$ cat src/rtl/dino_frame_writer.sv
// Per-frame game engine for the dino display: advances the run/jump/duck mode, jump physics and
// cactus scroll on each vga_vs falling edge, then writes the ten sprite position registers over Avalon-MM.
module dino_frame_writer #(
   parameter logic [7:0] DINO_X    = 8'd100,
   parameter logic [7:0] GROUND_Y  = 8'd100,
   parameter logic [7:0] JUMP_V    = 8'd10,
   parameter logic [7:0] GRAVITY   = 8'd1,
   parameter logic [7:0] CAC_START = 8'd250,
   parameter logic [7:0] CAC_Y     = 8'd100,
   parameter logic [7:0] SPEED     = 8'd4,
   parameter logic [7:0] GOD_X     = 8'd100,
   parameter logic [7:0] GOD_Y     = 8'd255,
   parameter logic [7:0] HIDE_XY   = 8'd255
) (
   input  logic        clk,
   input  logic        reset,
   input  logic        vga_vs,
   input  logic        btn_jump,
   input  logic        btn_duck,
   output logic [8:0]  avm_address,
   output logic [31:0] avm_writedata,
   output logic        avm_write,
   output logic        avm_chipselect,
   input  logic        avm_waitrequest,
   output logic        busy,
   output logic [15:0] frame_count
);

   // state    | meaning
   // S_IDLE   | waiting for a vga_vs falling edge
   // S_UPDATE | one cycle: sample buttons, advance game state, load beat 0
   // S_WRITE  | present beat idx until accepted; leave after beat 9
   typedef enum logic [1:0] {S_IDLE, S_UPDATE, S_WRITE} ctl_t;
   typedef enum logic [1:0] {M_RUN, M_JUMP, M_DUCK} mode_t;

   ctl_t              state;
   mode_t             mode, mode_n;
   logic [7:0]        y, y_n, cac_x, cac_n;
   logic signed [8:0] vy, vy_n, vy_eff, y_sum;
   logic              jumping;
   logic              vs_q, tick;
   logic [3:0]        idx;

   assign tick           = vs_q & ~vga_vs;
   assign busy           = (state != S_IDLE);
   assign avm_chipselect = avm_write;

   function automatic logic [7:0] reg_value(input logic [3:0] a, input mode_t m,
                                            input logic [7:0] yv, input logic [7:0] cx);
      logic [7:0] v;
      case (a)
         4'd0:    v = (m == M_RUN)  ? DINO_X   : HIDE_XY;
         4'd1:    v = (m == M_RUN)  ? yv       : HIDE_XY;
         4'd2:    v = (m == M_JUMP) ? DINO_X   : HIDE_XY;
         4'd3:    v = (m == M_JUMP) ? yv       : HIDE_XY;
         4'd4:    v = (m == M_DUCK) ? DINO_X   : HIDE_XY;
         4'd5:    v = (m == M_DUCK) ? GROUND_Y : HIDE_XY;
         4'd6:    v = cx;
         4'd7:    v = CAC_Y;
         4'd8:    v = GOD_X;
         4'd9:    v = GOD_Y;
         default: v = 8'd0;
      endcase
      return v;
   endfunction

   // Next game state; only committed in S_UPDATE, so button activity elsewhere is ignored.
   always_comb begin
      mode_n  = mode;
      y_n     = y;
      vy_n    = vy;
      vy_eff  = vy;
      y_sum   = 9'sd0;
      jumping = 1'b0;
      case (mode)
         M_RUN, M_DUCK: begin
            if (btn_jump) begin
               jumping = 1'b1;
               vy_eff  = -$signed({1'b0, JUMP_V});
            end else begin
               mode_n = btn_duck ? M_DUCK : M_RUN;
            end
         end
         default: jumping = 1'b1;
      endcase
      if (jumping) begin
         mode_n = M_JUMP;
         y_sum  = $signed({1'b0, y}) + vy_eff;
         vy_n   = vy_eff + $signed({1'b0, GRAVITY});
         if (vy_eff > 9'sd0 && y_sum >= $signed({1'b0, GROUND_Y})) begin
            y_n    = GROUND_Y;
            vy_n   = 9'sd0;
            mode_n = M_RUN;
         end else begin
            y_n = y_sum[7:0];
         end
      end
      cac_n = (cac_x < SPEED) ? CAC_START : cac_x - SPEED;
   end

   always_ff @(posedge clk) begin
      if (reset) begin
         state         <= S_IDLE;
         mode          <= M_RUN;
         y             <= GROUND_Y;
         vy            <= 9'sd0;
         cac_x         <= CAC_START;
         idx           <= 4'd0;
         vs_q          <= 1'b1;
         avm_write     <= 1'b0;
         avm_address   <= 9'd0;
         avm_writedata <= 32'd0;
         frame_count   <= 16'd0;
      end else begin
         vs_q <= vga_vs;
         case (state)
            S_IDLE: begin
               avm_write <= 1'b0;
               if (tick) state <= S_UPDATE;
            end
            S_UPDATE: begin
               mode          <= mode_n;
               y             <= y_n;
               vy            <= vy_n;
               cac_x         <= cac_n;
               idx           <= 4'd0;
               avm_write     <= 1'b1;
               avm_address   <= 9'd0;
               avm_writedata <= {24'd0, reg_value(4'd0, mode_n, y_n, cac_n)};
               state         <= S_WRITE;
            end
            S_WRITE: begin
               if (avm_write && !avm_waitrequest) begin
                  if (idx == 4'd9) begin
                     avm_write   <= 1'b0;
                     frame_count <= frame_count + 16'd1;
                     state       <= S_IDLE;
                  end else begin
                     idx           <= idx + 4'd1;
                     avm_address   <= {5'd0, idx + 4'd1};
                     avm_writedata <= {24'd0, reg_value(idx + 4'd1, mode, y, cac_x)};
                  end
               end
            end
            default: state <= S_IDLE;
         endcase
      end
   end

endmodule

$ cat config.mk
export PLATFORM = sky130hd
export DESIGN_NAME = dino_frame_writer
export DESIGN_NICKNAME = d
export VERILOG_FILES = /design/src/rtl/dino_frame_writer.sv
export SDC_FILE = /design/constraint.sdc
export NUM_CORES = 1
export LEC_CHECK = 0
export CORE_ASPECT_RATIO = 1.1
export CORE_MARGIN = 4
export CORE_UTILIZATION = 43
export DETAILED_ROUTE_END_ITERATION = 12
export PLACE_DENSITY_LB_ADDON = 0.05
export SKIP_CTS_REPAIR_TIMING = 1
export SYNTH_ARGS = -nofsm -noshare
export SYNTH_HDL_FRONTEND = slang
export SYNTH_SLANG_ARGS = --single-unit
$ cat constraint.sdc
create_clock -name clk -period 3.8 [get_ports clk]
set_clock_uncertainty 0.15 [all_clocks]
set_input_delay 0.38 -clock clk [delete_from_list [all_inputs] [get_ports clk]]
set_output_delay 0.38 -clock clk [all_outputs]
set_load 0.02 [all_outputs]
# Word level (Yosys, flattened, before mapping)
# Index checks and enable logic that the tools add are counted.
# classes
eq_ne	18
bitwise_logic	2
n_addsub	5
n_reduce_logical	18
magnitude_cmp	3
mux	35
# ops
operator	count
$mux 32	2
$mux 8	8
$pmux 32 s2	1
$pmux 8 s8	1
$mux 9	5
$pmux 9 s2	1
$add 16x1->16 const B	1
$eq 4x3->1 const B	4
$mux 2	7
$eq 4x4->1 const B	3
$reduce_and 3->1	4
$add 9x2->9 const B	1
$add 9x9->9	1
$ge 9x8->1 const B	1
$gt 9x1->1 const B	1
$eq 4x2->1 const B	2
$lt 8x3->1 const B	1
$mux 4	2
$ne 2x2->1 const B	4
$pmux 4 s2	1
$sub 8x3->8 const B	1
$logic_not 2->1	3
$pmux 2 s3	1
$reduce_or 2->1	3
14 further kinds	22
# word_totals
ff_bits	92
word_cells	92
output_inout_bits	60
inputBits	6

# Depth between registers and ports, before layout
# Gate-level depths: netlist of the first run.
# depth
ltp_word	11
depth_mapped	12
mapped_depth_nobuf	11

# Least setup slack after synthesis of the first run
# Ideal clock, no wire load.
# synth_timing
path_kind	register to register
start	register mode[0]
end	register mode[0]
path_stages_with_launch	13
slack_ps	570
setup_ps	138
t_required_ps	3512
arrival_time_ps	2942
period_less_slack_ps	3230
n_path_buf	1
path_cell_list	dfxtp_1 nand2b_1 nand2_1 inv_1 ha_1 fa_1 a211o_1 a211o_1 a221oi_4 o311ai_4 a21oi_2 buf_4 a211oi_1
# synth_via
elab_chain_cells	8
word_cells_on_any_way	13
cone_classes	add/sub (1); order compare (2); eq/ne (1); mux (6); reduce/logical (3)
# synth_rtl
element	line	rtl
start, declared	37	mode_t mode, mode_n;
start signal, assigned	122	mode <= mode_n;
$eq 2x2->1 / $logic_not 2->1 (equally long branches)	75	case (mode)
$reduce_or 2->1	75	
$mux 9	75	
$add 9x9->9	88	y_sum = $signed({1'b0, y}) + vy_eff;
$ge 9x8->1	90	if (vy_eff > 9'sd0 && y_sum >= $signed({1'b0, GROUND_Y})) begin
$logic_and 1x1->1	90	
$mux 1	90	
$mux 2 *	86	if (jumping) begin
# Every way passes the cells marked *; elsewhere a longest branch is shown, timed or not.
# A chain may end at the register's enable or synchronous reset.

# Worst setup path after layout of the first run
# layout_timing
start	input port btn_jump
end	register vy[3]
# layout_via
elab_chain_cells	6
word_cells_on_any_way	11
cone_classes	add/sub (2); order compare (2); mux (5); reduce/logical (2)
# layout_rtl
element	line	rtl
start, declared	18	input logic btn_jump,
$mux 9	77	if (btn_jump) begin
$mux 9	75	
$add 9x9->9	88	
$ge 9x8->1	90	
$logic_and 1x1->1	90	
$mux 9	90	
end signal, assigned	124	vy <= vy_n;
end, declared	39	logic signed [8:0] vy, vy_n, vy_eff, y_sum;
# Parallel ways exist; a longest one is shown, timed or not.

==> results.md, run 1 <==
* TNS Setup at 0 ps
* Die width at roughly 100 um
* Avg Cell Area, Syn at roughly 7.9 um2
* Placed Instances at slightly above 600
* Clock transition at path regs at about 70 ps
* Fin util at 51.59%
* TritonCTS buffer count at 9
* Initial antenna violation count at 0
* CP max stage delay at about 480 ps
* Die Span Y at approximately 110 um
* Total gr overflow at 0
* RSZ-0062 raised after global routing: false
* Number of global-route vias before repair at slightly above 3000
* Gr usage total at 17.33%
* Synth Area in Adders at under 10%
* Number of fill cells at 859
* FF+latch count, synth at 58
* Fraction of synthesized area in multiplexers at around 1.1%
* Largest delay contributor family on the critical path: compound AO/OA/AOI/OAI gates
* Fin. max-slew vios at 0
* Global routing usage on met2 at 29.14%
* Largest net degree at the start of global routing at between 40 and 50
* Asr flop ratio synth at 0%
* Sequential fraction of the synthesis area at 30.55%
* Final net count at 537
* H-Tree Depth at 3
* Post-Synthesis Cells at 480
* PortBufs at 36
* # rows at 35
* Syn Std Cell Area at 0.003801 mm2
* Xor and xnor area share after synthesis at approximately 5.3%
* Hold Crit Class: reg2reg
* Least-Margin Pin Slew at slightly above 800 ps
* Met1 usage at between 20 and 25%
* Clock buffer depth at 2
* Non-filler instance count after layout at 628
* Setup crit end kind: flip-flop
* Antenna Cells at 0
* Post-synthesis compound-gate area fraction at between 20 and 25%
* Most area-consuming cells after synthesis: dfxtp_1 31%, buf_4 6.1%, ha_1 5.6%
* EDFF count, synth at 0
* Post-Route WL at 9020 um
* Share of cells above drive strength 1 at ~8%
* CP dominant cell by count: a211o_1
* Count of final setup violators at 0
* Largest family of logic cells by synthesized area: simple AND/OR/NAND/NOR gates
* Drt first pass iters at 4
* Syn. warnings at 0
* PwrDens at 360.1 mW/mm2
* Worst-Skew Late Latency at 330 ps
* CTS tree: yes
* Post-synth top area share at 30.55%
* Crit share post-route at 87.69%
* ANT nets after route at 0
* Max-slew headroom at between 40% and 50%
* Critical path, cell by cell: clkdlybuf4s50_1 > nand2b_1 > nand2_1 > inv_1 > ha_1 > fa_1 > a211o_1 > a211o_1 > a221oi_4 > o311ai_4 > a21oi_2 > buf_4 > o41ai_2
* Final hold viol count at 0
* I/O Pins at 66
* Synth area leader: dfxtp_1
* Clock Tree Root: clkbuf_8
* Met3 Use GR at under 10%
* Core area at ~0.0085 mm2
* Post-synth top flop: dfxtp_1
* Static leakage at 0.001644 uW
* Outcome: complete, no violations
* Yosys cell types at between 60 and 70
* Area grow syn2layout at 15.31%
* HPWL Detailed at roughly 6700 um
* Starting Density at 44.74%
* Routability Congestion at about 0.84
* Startpoint types: primary input
* Worst VDD drop at 0.1840 mV
* WP buf/inv at 3
* First-pass GRT wire length at roughly 15000 um
* Hold Slack at between 200 and 300 ps
* 1st-iter DRT viols at around 190
* Per-cell routed wire length at ~14 um
* Crit-path slowest cell: clkdlybuf4s50_1
* Max Clk Rate at 300.1 MHz
* R2R setup slack at between 600 and 700 ps
* Critical path class: in2reg
* Post-Synth Simple-Gate Area at 25.64%
* Crit Path Max Fanout at 10
* Max_cap viols at 0
* Top Usage Layer GRT: met2
* Routed vias/inst at 5.282
* Min Tclk post-route at approximately 3300 ps
* Clk sinks at 58
* DR DRC count at 0
* Worst Path Arrival at roughly 3400 ps
* DIE AREA at between 0.01 and 0.015 mm2
* WP data required at between 3000 and 4000 ps
* Via count at 3317
==> stage by stage <==
stage,instance area (um2),setup slack [ps],power (uW)
2_1_floorplan,3906,569.8,889.9
3_3_place_gp,4156,176.2,939.7
3_5_place_dp,4156,127.1,942.2
4_1_cts,4383,488.5,1600
5_1_grt,4383,294.4,1661
6_report,4383,467.7,1578
==> final cells by class <==
type | count | area [um2] | share of cell area (%)
inverter | 18 | 67.56 | 1.542
clock buffer | 11 | 151.4 | 3.454
timing repair buffer | 47 | 437.9 | 9.991
sequential | 58 | 1161 | 26.49
multi-input combinational | 379 | 2351 | 53.64
tap | 111 | 138.9 | 3.169
clock inverter | 4 | 75.07 | 1.713
==> final timing paths <==
check,endpoint,from,cells after the start
hold / removal,state[0],vs_q,2
setup reg to reg,vy[3],mode[0],12
hold reg to reg,state[0],vs_q,2
setup / recovery,vy[3],btn_jump,13
==> synth_stat cells (3+ instances only) <==
library cell,n
nand4_1,5
or2_2,6
mux2i_1,3
inv_1,18
nor2_1,52
a211oi_1,16
a21oi_1,20
a221oi_1,5
xor2_1,13
and3_1,4
nand3_1,24
nor4_1,4
o21ai_1,3
o21ai_0,23
dfxtp_1,58
nor3_1,20
o31ai_1,7
or3_1,5
buf_2,3
nor3b_1,5
xnor2_1,10
and2_1,3
nor2b_1,7
buf_4,31
clkbuf_1,18
nand2_1,39
nand2b_1,9
a31oi_1,5
ha_1,17
and3b_1,3
==> power by group <==
| part | internal [uW] | switching (uW) | leakage, uW |
|---|---|---|---|
| combinational | 106 | 182 | 0.00107 |
| clock | 401 | 246 | 0.000108 |
| sequential | 627 | 16.9 | 0.000471 |
==> routing by layer <==
layer	share of wire [%]	routed length [um]
met1	47	4259
met2	48	4309
met3	3.9	356
met4	1.0	94
met5	0	0
==> cells by family after synthesis <==
kind of cell / count (synthesis)
XOR/XNOR: 23
AO/OA/AOI/OAI: 109
adder cells (fa/ha/maj): 19
flip-flops: 58
multiplexers: 4
other: 1
AND/OR/NAND/NOR: 195
buffers and inverters: 71
==> cells in the final DEF, fill, tap and decap left out, drive strengths merged, types with 8 or more instances in the layout <==
cell type       n
dfxtp          58
nor2           52
nand2          39
clkdlybuf4s50  35
conb           29
o21ai          26
nand3          24
a21oi          22
nor3           20
inv            18
ha             17
a211oi         16
xor2           13
buf            12
clkbuf         11
xnor2          10
nand2b          9
o31ai           8
==> worst reg2reg max path: cells and delay by family (launching register included) <==
family                     cells  cell delay (ps)
and+or+nand+nor                2              240
adders and majority gates      2              620
AOI/OAI and AO/OA              6             1490
DFF                            1              310
buffers and inverters          2              260
==> flip-flops by register name (all words and copies together), names as in the netlist <==
signal and count:
avm_chipselect 1, vy 9, vs_q 1, avm_writedata 8
cac_x 7, avm_address 4, state 2, frame_count 16
y 8, mode 2
Power figures use the tool's default switching activity.
==> inputs of run 2 (changes only) <==
--- a/config.mk
+++ b/config.mk
@@ -5,6 +5,7 @@
 export SDC_FILE = /design/constraint.sdc
 export NUM_CORES = 1
 export LEC_CHECK = 0
+export ABC_AREA = 0
 export CORE_ASPECT_RATIO = 1.1
 export CORE_MARGIN = 4
 export CORE_UTILIZATION = 43
==> constraint.sdc (replaced) <==
create_clock -name clk -period 4.1 [get_ports clk]
set_clock_uncertainty 0.15 [all_clocks]
set_input_delay 0.41 -clock clk [delete_from_list [all_inputs] [get_ports clk]]
set_output_delay 0.41 -clock clk [all_outputs]
set_load 0.02 [all_outputs]
==> results.md, run 2 (synthesized netlist as in run 1, its figures left out) <==
* R2R Path Start: mode[0]
* Clock network fraction of design power at between 40% and 50%
* Least-Margin Pin Slew at ~630 ps
* Clock transition at path regs at 70 ps
* First-pass GRT wire length at ~15000 um
* Clock buffer depth at 2
* Die Span Y at about 110 um
* Worst Path Arrival at 3670 ps
* Startpoint types: primary input
* Internal at around 1000 uW
* DR DRC count at 0
* Gr usage total at 17.15%
* TNS Setup at 0 ps
* Sw frac at 28.65%
* Min Tclk post-route at around 3600 ps
* Largest net degree at the start of global routing at 48
* Worst hold start: vs_q
* NetSw at approximately 420 uW
* Top reg by flops: frame_count
* Worst-Skew Late Latency at between 300 and 400 ps
* Share of cells above drive strength 1 at 7.930%
* Number of global-route vias before repair at between 3000 and 4000
* CP startpoint: btn_jump
* Post-Route WL at ~9100 um
* Max-slew headroom at 57.49%
* Starting Density at between 40% and 50%
* Antenna Cells at 0
* Max_cap viols at 0
* Die width at 97.65 um
* Core area at between 0.008 and 0.009 mm2
* H-Tree Depth at 3
* I/O Pins at 66
* Final hold viol count at 0
* TritonCTS buffer count at 9
* HPWL Detailed at a little under 7000 um
* Most frequent cells in the layout: 58 x dfxtp_1, 52 x nor2_1, 39 x nand2_1
* Largest registers: frame_count (16), vy (9)
* Via count at about 3400
* Setup crit end kind: flip-flop
* PortBufs at 36
* Final net count at about 540
* Hold Crit Class: reg2reg
* Total gr overflow at 0
* Crit Path Max Fanout at 5
* Count of final setup violators at 0
* Area grow syn2layout at 15.08%
* Static leakage at between 0.0015 and 0.002 uW
* Tot Pwr at between 1000 and 1500 uW
* WP data required at a little over 4000 ps
* Routed vias/inst at 5.354
* CTS tree: yes
* PwrDens at 332.3 mW/mm2
* Drt first pass iters at 4
* Max reg flops at 16
* Outcome: complete, no violations
* Clock Tree Root: clkbuf_8
* Reg power frac at between 40% and 50%
* Clk sinks at 58
* Logic pwr share at between 10% and 20%
* Per-cell routed wire length at around 14 um
* Fin. max-slew vios at 0
* Worst VDD drop at 0.1453 mV
* Routability Congestion at 0.8182
* Most common cell after layout, fill and taps aside: dfxtp_1
* Critical path class: in2reg
* DIE AREA at about 0.010 mm2
* # rows at 35
* Initial antenna violation count at 0
* Crit share post-route at between 80% and 90%
* 1st-iter DRT viols at approximately 140
* ANT nets after route at 0
* RSZ-0062 raised after global routing: false
* Max Clk Rate at around 280 MHz
==> run 2: changes by cell type in the layout (fill, tap and decap cells not counted) <==
cell        delta
clkbuf_8       -1
clkbuf_1       +1
clkinv_4       +1
clkinvlp_4     -1
==> run 2: final timing paths <==
path / end / slack, ps / depth (start not counted)
worst max-delay path: vy[4] / 470 / 13
worst min-delay path: state[0] / 270 / 2
worst max register to register: vy[4] / 640 / 12
worst min register to register: state[0] / 270 / 2
==> run 2: per-stage QoR <==
stage / setup slack (ps) / hold WS (ps) / instances / cell area (um2) / utilization, %
6_report: 473.8 / 266.7 / 628 / 4374 / 51.49
2_1_floorplan: 869.8 / 248.9 / 508 / 3906 / -
3_3_place_gp: 242.1 / 257.3 / 613 / 4156 / 48.92
4_1_cts: 498.3 / 269.6 / 628 / 4374 / 51.49
5_1_grt: 364.4 / 287.6 / 628 / 4374 / 51.49
3_5_place_dp: 169.4 / 257.6 / 613 / 4156 / 48.92
==> run 2: layer usage <==
metal  track usage, %  wire (um)  vias up
met1            23.07       4378     1553
met4            4.055         81        0
li1                 -          -     1717
met3            3.643        410        8
met2            28.21       4215       84
met5                0          0        -
==> run 2: worst max-delay path, cell delays in order <==
cell	delay, ps
clkdlybuf4s50_1	490
nand2b_1	80
nand2_1	140
inv_1	90
ha_1	230
fa_1	410
a211o_1	290
a211o_1	350
a221oi_4	370
o311ai_4	200
a21oi_2	340
buf_4	190
a211oi_1	70
==> run 2: power by group through the flow <==
| stage | Combinational [uW] | Sequential, uW | Clock (uW) |
|---|---|---|---|
| global placement | 263 | 610 | 0 |
| detailed placement | 265 | 610 | 0 |
| floorplan | 211 | 614 | 0 |
| CTS | 267 | 597 | 604 |
| finish | 268 | 597 | 588 |
| global route | 292 | 600 | 631 |
==> run 2: area by class of cell <==
cell class	count	area (um2)
Clock buffer	11	141.4
Tap cell	111	138.9
Inverter	18	67.56
Fill cell	884	4121
Timing Repair Buffer	47	437.9
Sequential cell	58	1161
Clock inverter	4	76.32
Multi-Input combinational cell	379	2351
==> inputs of run 3 (changes only) <==
--- a/config.mk
+++ b/config.mk
@@ -9,6 +9,7 @@
 export CORE_ASPECT_RATIO = 1.1
 export CORE_MARGIN = 4
 export CORE_UTILIZATION = 43
+export CTS_CLUSTER_DIAMETER = 120
 export DETAILED_ROUTE_END_ITERATION = 12
 export PLACE_DENSITY_LB_ADDON = 0.05
 export SKIP_CTS_REPAIR_TIMING = 1
==> results of run 3 <==
No change in the layout: final DEF, timing and power equal those of run 2.
